<file path="config.mk">
export PLATFORM = sky130hd
export DESIGN_NAME = if_fetch_stage_flat
export DESIGN_NICKNAME = d
export VERILOG_FILES = /design/src/rtl/if_fetch_stage_if.sv /design/src/rtl/if_fetch_stage.sv /design/src/flat_wrapper.sv
export SDC_FILE = /design/constraint.sdc
export NUM_CORES = 1
export LEC_CHECK = 0
export ABC_CLOCK_PERIOD_IN_PS = 2400
export BUFFER_PORTS_ARGS = -buffer_cell sky130_fd_sc_hd__buf_2
export CAP_MARGIN = 5
export CORE_MARGIN = 10
export CORE_UTILIZATION = 51
export CTS_CLUSTER_SIZE = 40
export DETAILED_ROUTE_END_ITERATION = 8
export GPL_TIMING_DRIVEN = 0
export PLACE_DENSITY_LB_ADDON = 0.2
export SETUP_SLACK_MARGIN = 0.15
export SYNTH_ARGS = -nofsm -noshare
export SYNTH_HDL_FRONTEND = slang
export SYNTH_SLANG_ARGS = --single-unit
</file>
<file path="constraint.sdc">
create_clock -name Clock -period 2.4 [get_ports Clock]
set_input_delay 0.72 -clock Clock [delete_from_list [all_inputs] [get_ports Clock]]
set_output_delay 0.72 -clock Clock [all_outputs]
set_load 0.02 [all_outputs]
</file>
<file path="src/rtl/if_fetch_stage_if.sv">
// rtl/if_fetch_stage_if.sv - instruction-memory request/ready bus between fetch stage and memory
interface if_fetch_stage_if;
  logic        IM_Req;
  logic [31:0] IM_Addr;
  logic        IM_Ready;
  logic [31:0] IM_Data;

  modport master (
    output IM_Req,
    output IM_Addr,
    input  IM_Ready,
    input  IM_Data
  );

  modport slave (
    input  IM_Req,
    input  IM_Addr,
    output IM_Ready,
    output IM_Data
  );
endinterface

</file>
<file path="src/rtl/if_fetch_stage.sv">
// rtl/if_fetch_stage.sv - instruction fetch stage with variable-latency memory and IF/ID register
module if_fetch_stage #(
  parameter logic [31:0] RESET_PC = 32'h0000_0000,
  parameter logic [31:0] NOP      = 32'h0000_0000
) (
  input  logic                    Clock,
  input  logic                    Reset,
  input  logic                    PCWrite,
  input  logic                    IFIDWrite,
  input  logic [1:0]              ID_PCSrc,
  input  logic [31:0]             ID_BranchAddr,
  input  logic [31:0]             ID_JumpAddr,
  input  logic [31:0]             ID_JrRsData,
  input  logic                    IF_Flush,
  if_fetch_stage_if.master        im,
  output logic [31:0]             ID_Instruction,
  output logic [31:0]             ID_PCplus4,
  output logic [31:0]             IF_PC,
  output logic                    FetchStall
);

  // FETCH: request outstanding; HOLD: word parked while the pipe is stalled;
  // DRAIN: a redirect arrived mid-request, so the old request must finish first.
  typedef enum logic [1:0] {
    S_FETCH = 2'd0,
    S_HOLD  = 2'd1,
    S_DRAIN = 2'd2
  } state_t;

  state_t      r_state;
  logic [31:0] r_pc;
  logic [31:0] r_id_instr;
  logic [31:0] r_id_pcplus4;
  logic [31:0] r_hold;
  logic [31:0] r_saved;

  logic [31:0] w_pc_plus4;
  logic [31:0] w_target;
  logic        w_advance;
  logic        w_redirect;

  assign w_pc_plus4 = r_pc + 32'd4;
  assign w_advance  = PCWrite & IFIDWrite;
  assign w_redirect = IFIDWrite & (ID_PCSrc != 2'b00);

  // Select the redirect target; word alignment is enforced here so every PC load is aligned.
  always_comb begin
    w_target = ID_BranchAddr;
    case (ID_PCSrc)
      2'b10:   w_target = ID_JumpAddr;
      2'b11:   w_target = ID_JrRsData;
      default: w_target = ID_BranchAddr;
    endcase
    w_target[1:0] = 2'b00;
  end

  assign im.IM_Addr     = r_pc;
  assign im.IM_Req      = Reset & (r_state != S_HOLD);
  assign FetchStall     = ((r_state == S_FETCH) & ~im.IM_Ready) | (r_state == S_DRAIN);
  assign ID_Instruction = r_id_instr;
  assign ID_PCplus4     = r_id_pcplus4;
  assign IF_PC          = r_pc;

  // Fetch FSM, PC and IF/ID register; a bubble is the default IF/ID write and is overridden only when a real word is delivered.
  always_ff @(posedge Clock) begin
    if (!Reset) begin
      r_state      <= S_FETCH;
      r_pc         <= RESET_PC;
      r_id_instr   <= NOP;
      r_id_pcplus4 <= 32'd0;
      r_hold       <= 32'd0;
      r_saved      <= 32'd0;
    end else begin
      if (IFIDWrite) begin
        r_id_pcplus4 <= w_pc_plus4;
        r_id_instr   <= NOP;
      end
      case (r_state)
        S_FETCH: begin
          if (im.IM_Ready) begin
            if (w_redirect) begin
              r_pc <= w_target;
            end else if (w_advance) begin
              r_pc <= w_pc_plus4;
              if (!IF_Flush) begin
                r_id_instr <= im.IM_Data;
              end
            end else begin
              r_hold  <= im.IM_Data;
              r_state <= S_HOLD;
            end
          end else if (w_redirect) begin
            r_saved <= w_target;
            r_state <= S_DRAIN;
          end
        end
        S_HOLD: begin
          if (w_redirect) begin
            r_pc    <= w_target;
            r_state <= S_FETCH;
          end else if (w_advance) begin
            r_pc    <= w_pc_plus4;
            r_state <= S_FETCH;
            if (!IF_Flush) begin
              r_id_instr <= r_hold;
            end
          end
        end
        S_DRAIN: begin
          if (im.IM_Ready) begin
            r_pc    <= r_saved;
            r_state <= S_FETCH;
          end
        end
        default: r_state <= S_FETCH;
      endcase
    end
  end

endmodule

</file>
<file path="src/flat_wrapper.sv">
// flat-port wrapper written by rule: the top's interface ports become plain ports
module if_fetch_stage_flat 
#(
  parameter logic [31:0] RESET_PC = 32'h0000_0000,
  parameter logic [31:0] NOP      = 32'h0000_0000
)
  (Clock, Reset, PCWrite, IFIDWrite, ID_PCSrc, ID_BranchAddr, ID_JumpAddr, ID_JrRsData, IF_Flush, ID_Instruction, ID_PCplus4, IF_PC, FetchStall, im_IM_Req, im_IM_Addr, im_IM_Ready, im_IM_Data);
  if_fetch_stage_if im_i ();
  input  logic Clock;
  input  logic Reset;
  input  logic PCWrite;
  input  logic IFIDWrite;
  input  logic [1:0] ID_PCSrc;
  input  logic [31:0] ID_BranchAddr;
  input  logic [31:0] ID_JumpAddr;
  input  logic [31:0] ID_JrRsData;
  input  logic IF_Flush;
  output logic [31:0] ID_Instruction;
  output logic [31:0] ID_PCplus4;
  output logic [31:0] IF_PC;
  output logic FetchStall;
  output wire logic [$bits(im_i.IM_Req)-1:0] im_IM_Req;
  output wire logic [$bits(im_i.IM_Addr)-1:0] im_IM_Addr;
  input wire logic [$bits(im_i.IM_Ready)-1:0] im_IM_Ready;
  input wire logic [$bits(im_i.IM_Data)-1:0] im_IM_Data;
  assign im_IM_Req = im_i.IM_Req;
  assign im_IM_Addr = im_i.IM_Addr;
  assign im_i.IM_Ready = im_IM_Ready;
  assign im_i.IM_Data = im_IM_Data;
  if_fetch_stage #(.RESET_PC(RESET_PC), .NOP(NOP)) u_core (.Clock(Clock), .Reset(Reset), .PCWrite(PCWrite), .IFIDWrite(IFIDWrite), .ID_PCSrc(ID_PCSrc), .ID_BranchAddr(ID_BranchAddr), .ID_JumpAddr(ID_JumpAddr), .ID_JrRsData(ID_JrRsData), .IF_Flush(IF_Flush), .im(im_i), .ID_Instruction(ID_Instruction), .ID_PCplus4(ID_PCplus4), .IF_PC(IF_PC), .FetchStall(FetchStall));
endmodule
</file>
# Yosys cells after proc, flatten, opt, wreduce, memory -nomap -nowiden
# Cells that the tools add are included.
# word_totals
register_bits	160
in_bits	136
# op_classes
n_addsub	1
n_eq_ne	11
mux	23
bitwise	8
n_reduce_logical	7
# ops
op	count
two-way mux 32 bit	12
case mux 32 bit (2 select lines)	2
case mux 32 bit (3 select lines)	1
adder 32 x 3 -> 32 bit, second input constant	1
two-way mux 2 bit	7
== test 2 bit, second input constant	3
inequality test 3 bit, second input constant	2
case mux 2 bit (3 select lines)	1
AND reduction 3 bit	2
AND reduction 5 bit	1
bitwise AND 1 bit	4
inequality test 2 bit, second input constant	2
AND reduction 4 bit	1
inequality test 3 x 1 -> 1 bit, second input constant	1
inequality test 3 x 2 -> 1 bit, second input constant	1
inverter 1 bit	3
nonzero test 3 bit	1
== test 2 x 1 -> 1 bit, second input constant	1
logical NOT 2 bit	1
inequality test 2 x 1 -> 1 bit, second input constant	1
nonzero test 2 bit	1
bitwise OR 1 bit	1

# Depth between registers and ports, before layout
# logic_depth
ltp_word	6
depth_mapped	9
depth_no_buf	6

# Least setup slack after synthesis
# No wires, ideal clock.
# synth_path
path_type	in2out
start	input port Reset
end	output port im_IM_Req
arrival_ps	1530
required_time_ps	1680
setup_slack_ps	150
cell_stages	4
n_path_buf	2
path_cell_list	inv_2 > clkbuf_1 > clkbuf_1 > nor2_1
# synth_between
elab_chain_len	1
# synth_lines
item	line_no	source
from (decl)	flat_wrapper.sv:10	input logic Reset;
bitwise AND 1 bit	if_fetch_stage.sv:58	assign im.IM_Req = Reset & (r_state != S_HOLD);
to (decl)	flat_wrapper.sv:22	output wire logic [$bits(im_i.IM_Req)-1:0] im_IM_Req;
# No other way between the ends.

# Final worst setup path
# layout_path
start	register u_core.r_state[1]
end	output port im_IM_Req
# layout_between
elab_chain_len	2
# layout_lines
item	line_no	source
from (decl)	if_fetch_stage.sv:30	state_t r_state;
from (signal assigned)	if_fetch_stage.sv:67	r_state <= S_FETCH;
from (signal assigned)	if_fetch_stage.sv:90	r_state <= S_HOLD;
from (signal assigned)	if_fetch_stage.sv:94	r_state <= S_DRAIN;
inequality test 2 x 1 -> 1 bit	if_fetch_stage.sv:58	
bitwise AND 1 bit	if_fetch_stage.sv:58	
# No other way between the ends.

==> results.ini <==
[final_layout]
fin_util_pct = 66.7
drive_gt1_share_pct = 28.9
num-fill-cells = 1316
final_cells = 1500
nets = 1434
layout_commonest_cell = buf_2
area_growth_pct = 28.4
final_cell_mix = 259 x buf_2, 176 x a21oi_1, 153 x dfxtp_1

[logic_synthesis]
ys.flop_type = dfxtp_1
synth.distinct_cells = 60
synth_edf_count = 0
syn_area_mm2 = 0.00790
yosysWarnings = 0
syn-instance-count = 1016
synthArstFlopShare_pct = 0
syn_avg_cell_area_um2 = 7.78
seq_area_frac_synth_pct = 39.5
ys_seq_elements = 156

[clock_tree]
cts_buffer_depth = 2
cts_root_buf = clkbuf_16
cts-buffers-inserted = 17
tritoncts = yes
clk_latency_ps = 430
cts.htree.levels = 4
clk_pin_slew_ps = 60
clock_sink_count = 156
holdBufCountCts = 0

[timing]
setup_viol = 0
finalClockSkew_ps = 8.17
rsz0062_at_grt = true
hold_viol_final = 0
fin_crit_sh_pct = 94.8
holdWs_ps = 457
worst_pin_slew_ps = 657
report.final.slew_viol_count = 0
layout_min_cycle_time_ps = 2280
max_freq_mhz = 439
relSlewSlack_pct = 56.2
setup_tns_ps = 0

[drt]
drt_pass1_iterations = 5
drc = 0
drt_iter0_drc = 529
via_per_inst = 5.58
wl_per_cell_um = 18.6
antenna_left = 0
wl_mm = 27.9
route.vias.total = 8373

[floorplanning]
die_h_um = 144
die_area_mm2 = 0.0209
start_util_pct = 52.0
rows = 45
core_mm2 = 0.0152
die_w_um = 144
pin_count = 266

[pwr]
ir_worst_vdd_mv = 0.564
finalPower_mw = 7.06
p_leak_nw = 4.52
power_density_mw_per_mm2 = 696

[placed_design]
place_inst = 1460
io_buffers = 251
finalWeightedCongestion = 0.892
dp_hpwl_mm = 21.6

[critical_path]
cp.required_ps = 1680
cp_common_cell = buf_4
cp-start-kind = flop
crit_buf_inv = 4
max_stage_delay_ps = 290
path_delay_family = buffers and inverters
path_cells = clkbuf_4, nor2b_1, buf_4, clkbuf_8, nor2_1, buf_4
worstPathMaxFanout = 10
crit_arrival_ps = 1560
slowest_stage = dfxtp_1
path_class = reg2out
crit_path_end_kind = output pin

[global_routing]
grt_first_pass_wirelength_mm = 42.6
grt_max_degree = 17
grt_antenna_before_repair = 7
grtUsageTotal_pct = 25.8
grt_pass1_vias = 8022
overflow = 0

[min_path]
hp-class = reg2reg

[run_status]
outcome = finished, final reports clean

[flow_run]
drv_cap = 0

[registers in the layout, summed over array words and instances (netlist names)]
name,cells
u_core.ID_Instruction,32
u_core.r_hold,32
u_core.ID_PCplus4,30
u_core.IF_PC,30
u_core.r_saved,30
u_core.r_state,2
[synth_stat cells, types with 2 or more instances]
cell,number,area (um^2)
a21oi_1,176,881
dfxtp_1,156,3120
nand2_1,133,499
nor2_1,131,492
clkbuf_1,62,233
o21ai_0,51,255
buf_4,37,278
mux2i_1,36,360
a22oi_1,33,248
a211oi_1,18,135
xnor2_1,14,123
xor2_1,14,123
a21o_1,13,97.6
nand3_1,13,65.1
buf_2,11,55.1
nand4_1,10,62.6
o22ai_1,10,62.6
and3_1,8,50.1
nor4_1,8,50.1
inv_1,6,22.5
o211ai_1,6,45.0
nor2b_1,5,31.3
a21boi_0,4,30.0
clkbuf_8,4,55.1
nor3_1,4,20.0
o21a_1,4,30.0
a221oi_1,3,26.3
buf_1,3,11.3
nand4_4,3,63.8
o21bai_1,3,22.5
a41oi_1,2,17.5
mux2_2,2,22.5
nand2b_1,2,12.5
nand4_2,2,25.0
nor3_4,2,32.5
nor3b_1,2,15.0
o2bb2ai_1,2,17.5
[metal layers]
layer	global-route usage, %	vias up	wire (um)
met1	29.8	3859	10700
met3	9.08	41	3170
li1	-	4089	-
met5	0	-	41
met2	44.2	378	13600
met4	6.70	6	378
[path summary, 6_finish.rpt]
| path | start | to | slack (ps) | cells past startpoint |
|---|---|---|---|---|
| worst max-delay path | u_core.r_state[1]$_SDFFE_PN0P_ | im_IM_Req | 120 | 6 |
| worst min-delay path | u_core.r_saved[30]$_SDFFE_PN0P_ | u_core.r_saved[30]$_SDFFE_PN0P_ | 460 | 2 |
| worst max register to register | u_core.IF_PC[8]$_SDFFE_PN0P_ | u_core.IF_PC[21]$_SDFFE_PN0P_ | 310 | 6 |
| worst min register to register | u_core.r_saved[30]$_SDFFE_PN0P_ | u_core.r_saved[30]$_SDFFE_PN0P_ | 460 | 2 |
[power by group]
group	total [mW]	switching (mW)	internal, mW	leakage [nW]
clock	2.79	1.13	1.66	0.277
sequential	2.90	0.164	2.74	1.28
combinational	1.37	0.833	0.534	2.97
total	7.06	2.12	4.93	4.52
[tightest hold or removal path: stages (launching register included)]
cell and delay [ps]:
dfxtp_1 310, nand2_1 50, a21oi_1 50
[final cells by class]
cell class	count	area, um^2	share of cell area (%)
buffer	118	688	6.78
tap	188	235	2.32
clock inverter	13	166	1.64
sequential	156	3130	30.8
clock buffer	18	439	4.33
antenna	3	7.51	0.0740
timing repair buffer	257	1310	12.9
inverter	7	31.3	0.308
multi-input combinational	740	4140	40.8
[timing repair]
action                     in CTS  in global routing
resized for setup              16                 24
buffers inserted                4                  2
setup endpoints to repair      17                 73
pin swaps                       1                  1
[stage by stage]
| step | setup WS, ps | cell area [um^2] |
|---|---|---|
| 2_1_floorplan | 166 | 7920 |
| 3_3_place_gp | -455 | 9410 |
| 3_5_place_dp | -424 | 9410 |
| 4_1_cts | 111 | 10100 |
| 5_1_grt | 60.1 | 10100 |
| 6_report | 124 | 10100 |
[logic make-up (layout without fill, tap and decap cells)]
| family | after synthesis | count (layout) | share of synthesized area [%] |
|---|---|---|---|
| DFF | 156 | 156 | 39.5 |
| buffers and inverters | 125 | 413 | 8.47 |
| and+or+nand+nor | 330 | 330 | 18.9 |
| adders and majority gates | 1 | 1 | 0.158 |
| xor gates and xnor gates | 28 | 28 | 3.10 |
| muxes | 38 | 38 | 4.85 |
| other | 1 | 9 | 0.0475 |
| AOI/OAI and AO/OA | 337 | 337 | 25.0 |
Power figures use the tool's default switching activity.
